<file path="config.mk">
export PLATFORM = sky130hd
export DESIGN_NAME = x_usr_access_arbiter
export DESIGN_NICKNAME = d
export VERILOG_FILES = /design/src/rtl/x_usr_access_arbiter.sv
export SDC_FILE = /design/constraint.sdc
export NUM_CORES = 1
export LEC_CHECK = 0
export ABC_AREA = 1
export CAP_MARGIN = 20
export CORE_AREA = 5 5 103 76
export CTS_CLUSTER_SIZE = 28
export DETAILED_ROUTE_END_ITERATION = 8
export DIE_AREA = 0 0 108 81
export GPL_TIMING_DRIVEN = 0
export PLACE_DENSITY = 0.7
export SETUP_SLACK_MARGIN = 0.15
export SLEW_MARGIN = 40
export SYNTH_ARGS = -nofsm -noshare
export SYNTH_HDL_FRONTEND = slang
export SYNTH_SLANG_ARGS = --single-unit
</file>
<file path="constraint.sdc">
create_clock -name CLK -period 3.13 [get_ports CLK]
set_clock_uncertainty 0.1 [all_clocks]
set_input_delay 0.939 -clock CLK [delete_from_list [all_inputs] [get_ports CLK]]
set_output_delay 0.939 -clock CLK [all_outputs]
set_load 0.02 [all_outputs]
</file>
<file path="src/rtl/x_usr_access_arbiter.sv">
// x_usr_access_arbiter
// Shares one USR_ACCESS configuration-word source (DATA/DATAVALID) among NUM_REQ
// requesters. Arbitration is round-robin, and each grant covers one read transaction.
// A grant ends in one of three ways:
//   - a live DATAVALID word is returned,
//   - a timeout error is returned,
//   - the grant is dropped because the requester released REQ.
// Optional feature macro: X_USR_ACCESS_CACHE_EN. It keeps the last word seen with
// DATAVALID so that a grant can be answered without waiting for a fresh DATAVALID.
module x_usr_access_arbiter #(
  parameter int NUM_REQ        = 4,
  parameter int TIMEOUT_CYCLES = 255
) (
  input  logic               CLK,
  input  logic               RST,
  input  logic [31:0]        DATA,
  input  logic               DATAVALID,
  input  logic [NUM_REQ-1:0] REQ,
  output logic [NUM_REQ-1:0] GNT,
  output logic [31:0]        RDATA,
  output logic               RVALID,
  output logic               RERR,
  output logic               BUSY
);

  localparam int IDXW = $clog2(NUM_REQ);
  localparam int CW   = IDXW + 1;
  localparam int CNTW = $clog2(TIMEOUT_CYCLES + 1);
  localparam logic [IDXW-1:0] LAST_IDX = IDXW'(NUM_REQ - 1);
  localparam logic [CW-1:0]   NUM_REQ_C = CW'(NUM_REQ);
  localparam logic [CNTW-1:0] CNT_LAST = CNTW'(TIMEOUT_CYCLES - 1);

  typedef enum logic [1:0] {
    ST_IDLE = 2'd0,
    ST_WAIT = 2'd1,
    ST_RESP = 2'd2
  } stateT;

  stateT              state;
  stateT              stateNext;
  logic [NUM_REQ-1:0] gntNext;
  logic [IDXW-1:0]    gntIdx;
  logic [IDXW-1:0]    gntIdxNext;
  logic [IDXW-1:0]    rrPtr;
  logic [IDXW-1:0]    rrNext;
  logic [IDXW-1:0]    ownerPlusOne;
  logic [IDXW-1:0]    pickIdx;
  logic               pickFound;
  logic [CW-1:0]      cand;
  logic [IDXW-1:0]    candIdx;
  logic [CNTW-1:0]    cnt;
  logic [CNTW-1:0]    cntNext;
  logic [31:0]        rdataNext;
  logic               rvalidNext;
  logic               rerrNext;
  logic               ownerReq;
  logic               cacheHit;
  logic [31:0]        cacheWord;

`ifdef X_USR_ACCESS_CACHE_EN
  logic [31:0] cacheData;
  logic        cacheValid;

  // Capture every valid USR_ACCESS word, regardless of arbiter state
  always_ff @(posedge CLK) begin
    if (RST) begin
      cacheData  <= '0;
      cacheValid <= 1'b0;
    end else if (DATAVALID) begin
      cacheData  <= DATA;
      cacheValid <= 1'b1;
    end
  end

  assign cacheHit  = cacheValid;
  assign cacheWord = cacheData;
`else
  assign cacheHit  = 1'b0;
  assign cacheWord = '0;
`endif

  assign BUSY         = (state != ST_IDLE);
  assign ownerReq     = |(REQ & GNT);
  assign ownerPlusOne = (gntIdx == LAST_IDX) ? '0 : gntIdx + 1'b1;

  // Round-robin pick: first requesting index at or above rrPtr, wrapping around
  always_comb begin
    pickFound = 1'b0;
    pickIdx   = '0;
    cand      = '0;
    candIdx   = '0;
    for (int i = 0; i < NUM_REQ; i++) begin
      cand = {1'b0, rrPtr} + CW'(i);
      if (cand >= NUM_REQ_C) begin
        cand = cand - NUM_REQ_C;
      end
      candIdx = cand[IDXW-1:0];
      if (!pickFound && REQ[candIdx]) begin
        pickFound = 1'b1;
        pickIdx   = candIdx;
      end
    end
  end

  // Transaction sequencing: grant, wait for a word or a timeout, respond for one cycle
  always_comb begin
    stateNext  = state;
    gntNext    = GNT;
    gntIdxNext = gntIdx;
    rrNext     = rrPtr;
    cntNext    = cnt;
    rdataNext  = RDATA;
    rvalidNext = 1'b0;
    rerrNext   = 1'b0;
    case (state)
      ST_IDLE: begin
        if (pickFound) begin
          gntNext          = '0;
          gntNext[pickIdx] = 1'b1;
          gntIdxNext       = pickIdx;
          cntNext          = '0;
          stateNext        = ST_WAIT;
        end
      end
      ST_WAIT: begin
        if (!ownerReq) begin
          gntNext   = '0;
          rrNext    = ownerPlusOne;
          stateNext = ST_IDLE;
        end else if (DATAVALID) begin
          rdataNext  = DATA;
          rvalidNext = 1'b1;
          stateNext  = ST_RESP;
        end else if (cacheHit) begin
          rdataNext  = cacheWord;
          rvalidNext = 1'b1;
          stateNext  = ST_RESP;
        end else if (cnt == CNT_LAST) begin
          rdataNext  = '0;
          rvalidNext = 1'b1;
          rerrNext   = 1'b1;
          stateNext  = ST_RESP;
        end else begin
          cntNext = cnt + 1'b1;
        end
      end
      ST_RESP: begin
        gntNext   = '0;
        rrNext    = ownerPlusOne;
        stateNext = ST_IDLE;
      end
      default: begin
        gntNext   = '0;
        stateNext = ST_IDLE;
      end
    endcase
  end

  // State, grant and response registers; reset drops any in-flight transaction
  always_ff @(posedge CLK) begin
    if (RST) begin
      state  <= ST_IDLE;
      GNT    <= '0;
      gntIdx <= '0;
      rrPtr  <= '0;
      cnt    <= '0;
      RDATA  <= '0;
      RVALID <= 1'b0;
      RERR   <= 1'b0;
    end else begin
      state  <= stateNext;
      GNT    <= gntNext;
      gntIdx <= gntIdxNext;
      rrPtr  <= rrNext;
      cnt    <= cntNext;
      RDATA  <= rdataNext;
      RVALID <= rvalidNext;
      RERR   <= rerrNext;
    end
  end

endmodule

</file>
==> impl_metrics.tcl <==
set metrics [dict create \
    clockBufferDepth 2 \
    vias 2284 \
    rsz0062_at_grt "no" \
    yosys_warnings 0 \
    fmax_mhz 366 \
    fin_cells 504 \
    power_density_nw_per_um2 701 \
    vias_per_cell 4.53 \
    dpl.cell_count 496 \
    synth.distinct_cells 29 \
    critPathTopFamily "buffers and inverters" \
    drt_iter0_drc 85 \
    synth_top_family_by_area "simple AND/OR/NAND/NOR gates" \
    syn-num-nets 367 \
    die_h_um 81 \
    ant_nets 0 \
    r2r_slack_ns 1.24 \
    ios 78 \
    hold_slack_ns 0.368 \
    drv_cap 0 \
    synth.area.mux_share_pct 0 \
    outcome "completed" \
    worst_r2r_endpoint "RDATA[19]$_SDFFE_PP0P_" \
    path_cells "nor2_2 > inv_1 > clkdlybuf4s50_1" \
    synth-adder-area-share_pct 1.55 \
    setup_viol 0 \
    nets 451 \
    pwr-share-comb_pct 49.9 \
    cp_num_buf_inv 2 \
    diodes 0 \
    area_growth_pct 40.4 \
    cp-end-kind "primary output" \
    hold_class "reg -> reg" \
    crit_arrival_ns 1.69 \
    antenna_found_initial 0 \
    grt_pass1_vias 2076 \
    p_leak_nw 1.26 \
    port_buffers 77 \
    clkPwrFrac_pct 16.0 \
    numCtsBuffers 5 \
    start_util_pct 36.5 \
    cts_setup_buffers 0 \
    r2r_start "cnt[0]$_SDFFE_PP0P_" \
    remaining_drc_errors 0 \
    layout_min_cycle_time_ns 2.73 \
    relSlewSlack_pct 67.0 \
    final_cell_mix "nand2_1 (106), clkdlybuf4s50_1 (77), dfxtp_1 (52)" \
    p_sw_share_pct 42.9 \
    power.internal_mw 1.36 \
    core_um2 6630 \
    reg2regPathDepth 8 \
    start_kind "flip-flop" \
    fp.dieW_um 108 \
    wl_um 5950 \
    grt_max_degree 17 \
    cp.depth 3 \
    clock-sinks 52 \
    grt_overflow 0 \
    required_ns 2.09 \
    hold_end "RDATA[11]$_SDFFE_PP0P_" \
    clock_latency_ns 0.31 \
    worstSetupPathType "reg -> out" \
    switchingPower_mw 1.02 \
    gp_congestion 0.799 \
    synth_xor_area_share_pct 1.81 \
    root_buffer "clkbuf_8" \
    setup_tns_ns 0 \
    crit_slowest_cell "clkdlybuf4s50_1" \
    final_hold_viol_count 0 \
    period_share_pct 87.2 \
    dieArea_um2 8750 \
    synthSimpleGateAreaFrac_pct 33.5 \
    slew_viol_final 0 \
    p_seq_share_pct 34.1 \
    ys_seq_area_share_pct 43.0 \
    slowest_delay_ns 0.56 \
    drive_above_1_share_pct 9.02 \
    synth_compound_area_share_pct 13.0 \
    dp_hpwl_um 4670 \
    hold_depth 2 \
    tritoncts "yes" \
    wire_per_inst_um 11.8 \
    tightest_slew_ns 0.495 \
    peakVddDrop_v 0.000270 \
    final_common_cell "nand2_1" \
    clk_pin_slew_ns 0.09 \
    track_usage_pct 13.8 \
    num_rows 25 \
    cp_max_fo 5 \
    htree_levels 2 \
    fin_util_pct 51.3 \
    grt_pass1_wl_um 9650 \
    synth_area_um2 2420 \
    ys_ff_latch 52 \
    dr.pass1.iters 4 \
    avgSynthCellArea_um2 7.45 \
    min_from "RDATA[11]$_SDFFE_PP0P_" \
    synth_cells 325 \
]
## final cells by class
cell class | instances | area, µm²
plain buffers | 13 | 86.3
multi-input cells | 237 | 1210
well taps | 94 | 118
fillers | 653 | 3230
inverters | 23 | 86.3
clock inverters | 3 | 18.8
repair buffers | 77 | 771
clock buffers | 5 | 68.8
flip-flops and latches | 52 | 1040
## worst max-delay path by stage
stage | from | end | slack, ns
after CTS | state[1]$_SDFFE_PP0P_ | BUSY | 0.19
after global routing | state[1]$_SDFFE_PP0P_ | BUSY | 0.30
after floorplan | REQ[3] | gntIdx[1]$_SDFFE_PP0P_ | 1.06
final | state[1]$_SDFFE_PP0P_ | BUSY | 0.40
after global placement | REQ[0] | RDATA[0]$_SDFFE_PP0P_ | 0.32
after detailed placement | REQ[0] | RDATA[1]$_SDFFE_PP0P_ | 0.27
## cell usage after synthesis
cell type	n	area share, %
inv_1	20	3.1
and2_1	1	0.26
a31oi_1	1	0.26
nand3_1	23	4.8
nor2_1	15	2.3
inv_2	3	0.47
nand4_1	3	0.78
nor2_4	1	0.47
nand2_1	106	16
nand3_2	3	1.2
nand2_4	2	0.93
nor4_1	1	0.26
nand3b_4	1	0.83
dfxtp_1	52	43
ha_1	3	1.6
o21ai_0	4	0.83
nor3_1	2	0.41
o22ai_1	2	0.52
nand2_8	2	1.7
nor2_8	1	0.83
nand2_2	6	1.6
o21ai_4	1	0.67
nor2_2	2	0.52
o21ai_2	1	0.36
clkbuf_1	8	1.2
buf_6	5	2.3
a21oi_1	50	10
xor2_1	5	1.8
nor3b_1	1	0.31
## registers in the layout (all words and copies together) (netlist names)
register,count
RDATA,32
cnt,8
GNT,4
gntIdx,2
rrPtr,2
state,2
RERR,1
RVALID,1
## repair_timing
action | CTS | global route
resized for setup | 0 | 1
hold buffers | 0 | 0
hold endpoints to repair | 0 | 0
setup endpoints to repair | 0 | 1
## metal layers
layer	track usage (%)	wire [µm]	share of wire, %	vias up
met4	4.16	76	1.3	0
met2	20.2	2610	44	62
met3	7.07	677	11	7
met5	0	0	0	-
met1	17.8	2590	44	999
li1	-	-	-	1216
## logic make-up after synthesis
kind of cell	after synthesis
AO/OA/AOI/OAI	59
XOR/XNOR	5
adder cells (fa/ha/maj)	3
buffers and inverters	36
flip-flops	52
AND/OR/NAND/NOR	170
## per-stage QoR
| step | area (µm²) | setup WS, ns | power [mW] |
|---|---|---|---|
| floorplan | 2420 | 1.06 | 1.69 |
| global placement | 3310 | 0.316 | 2.00 |
| detailed placement | 3310 | 0.275 | 2.02 |
| CTS | 3400 | 0.190 | 2.41 |
| global route | 3400 | 0.300 | 2.57 |
| finish | 3400 | 0.401 | 2.38 |
## worst register-to-register path, stage by stage (launching register included)
cell and delay, ns:
dfxtp_1 0.39, inv_1 0.07, ha_1 0.20, nand4_1 0.16, nand2_1 0.07, nand2_1 0.21
clkbuf_1 0.38, nand2_1 0.09, a21oi_1 0.15
## power by group through the flow
stage	Combinational, mW	Sequential, mW	Clock, mW
6_report	1.19	0.812	0.382
5_1_grt	1.32	0.825	0.424
4_1_cts	1.20	0.811	0.397
3_5_place_dp	1.20	0.825	0
3_3_place_gp	1.18	0.824	0
2_1_floorplan	0.821	0.869	0
No activity file was read; power rests on OpenSTA's default activity.
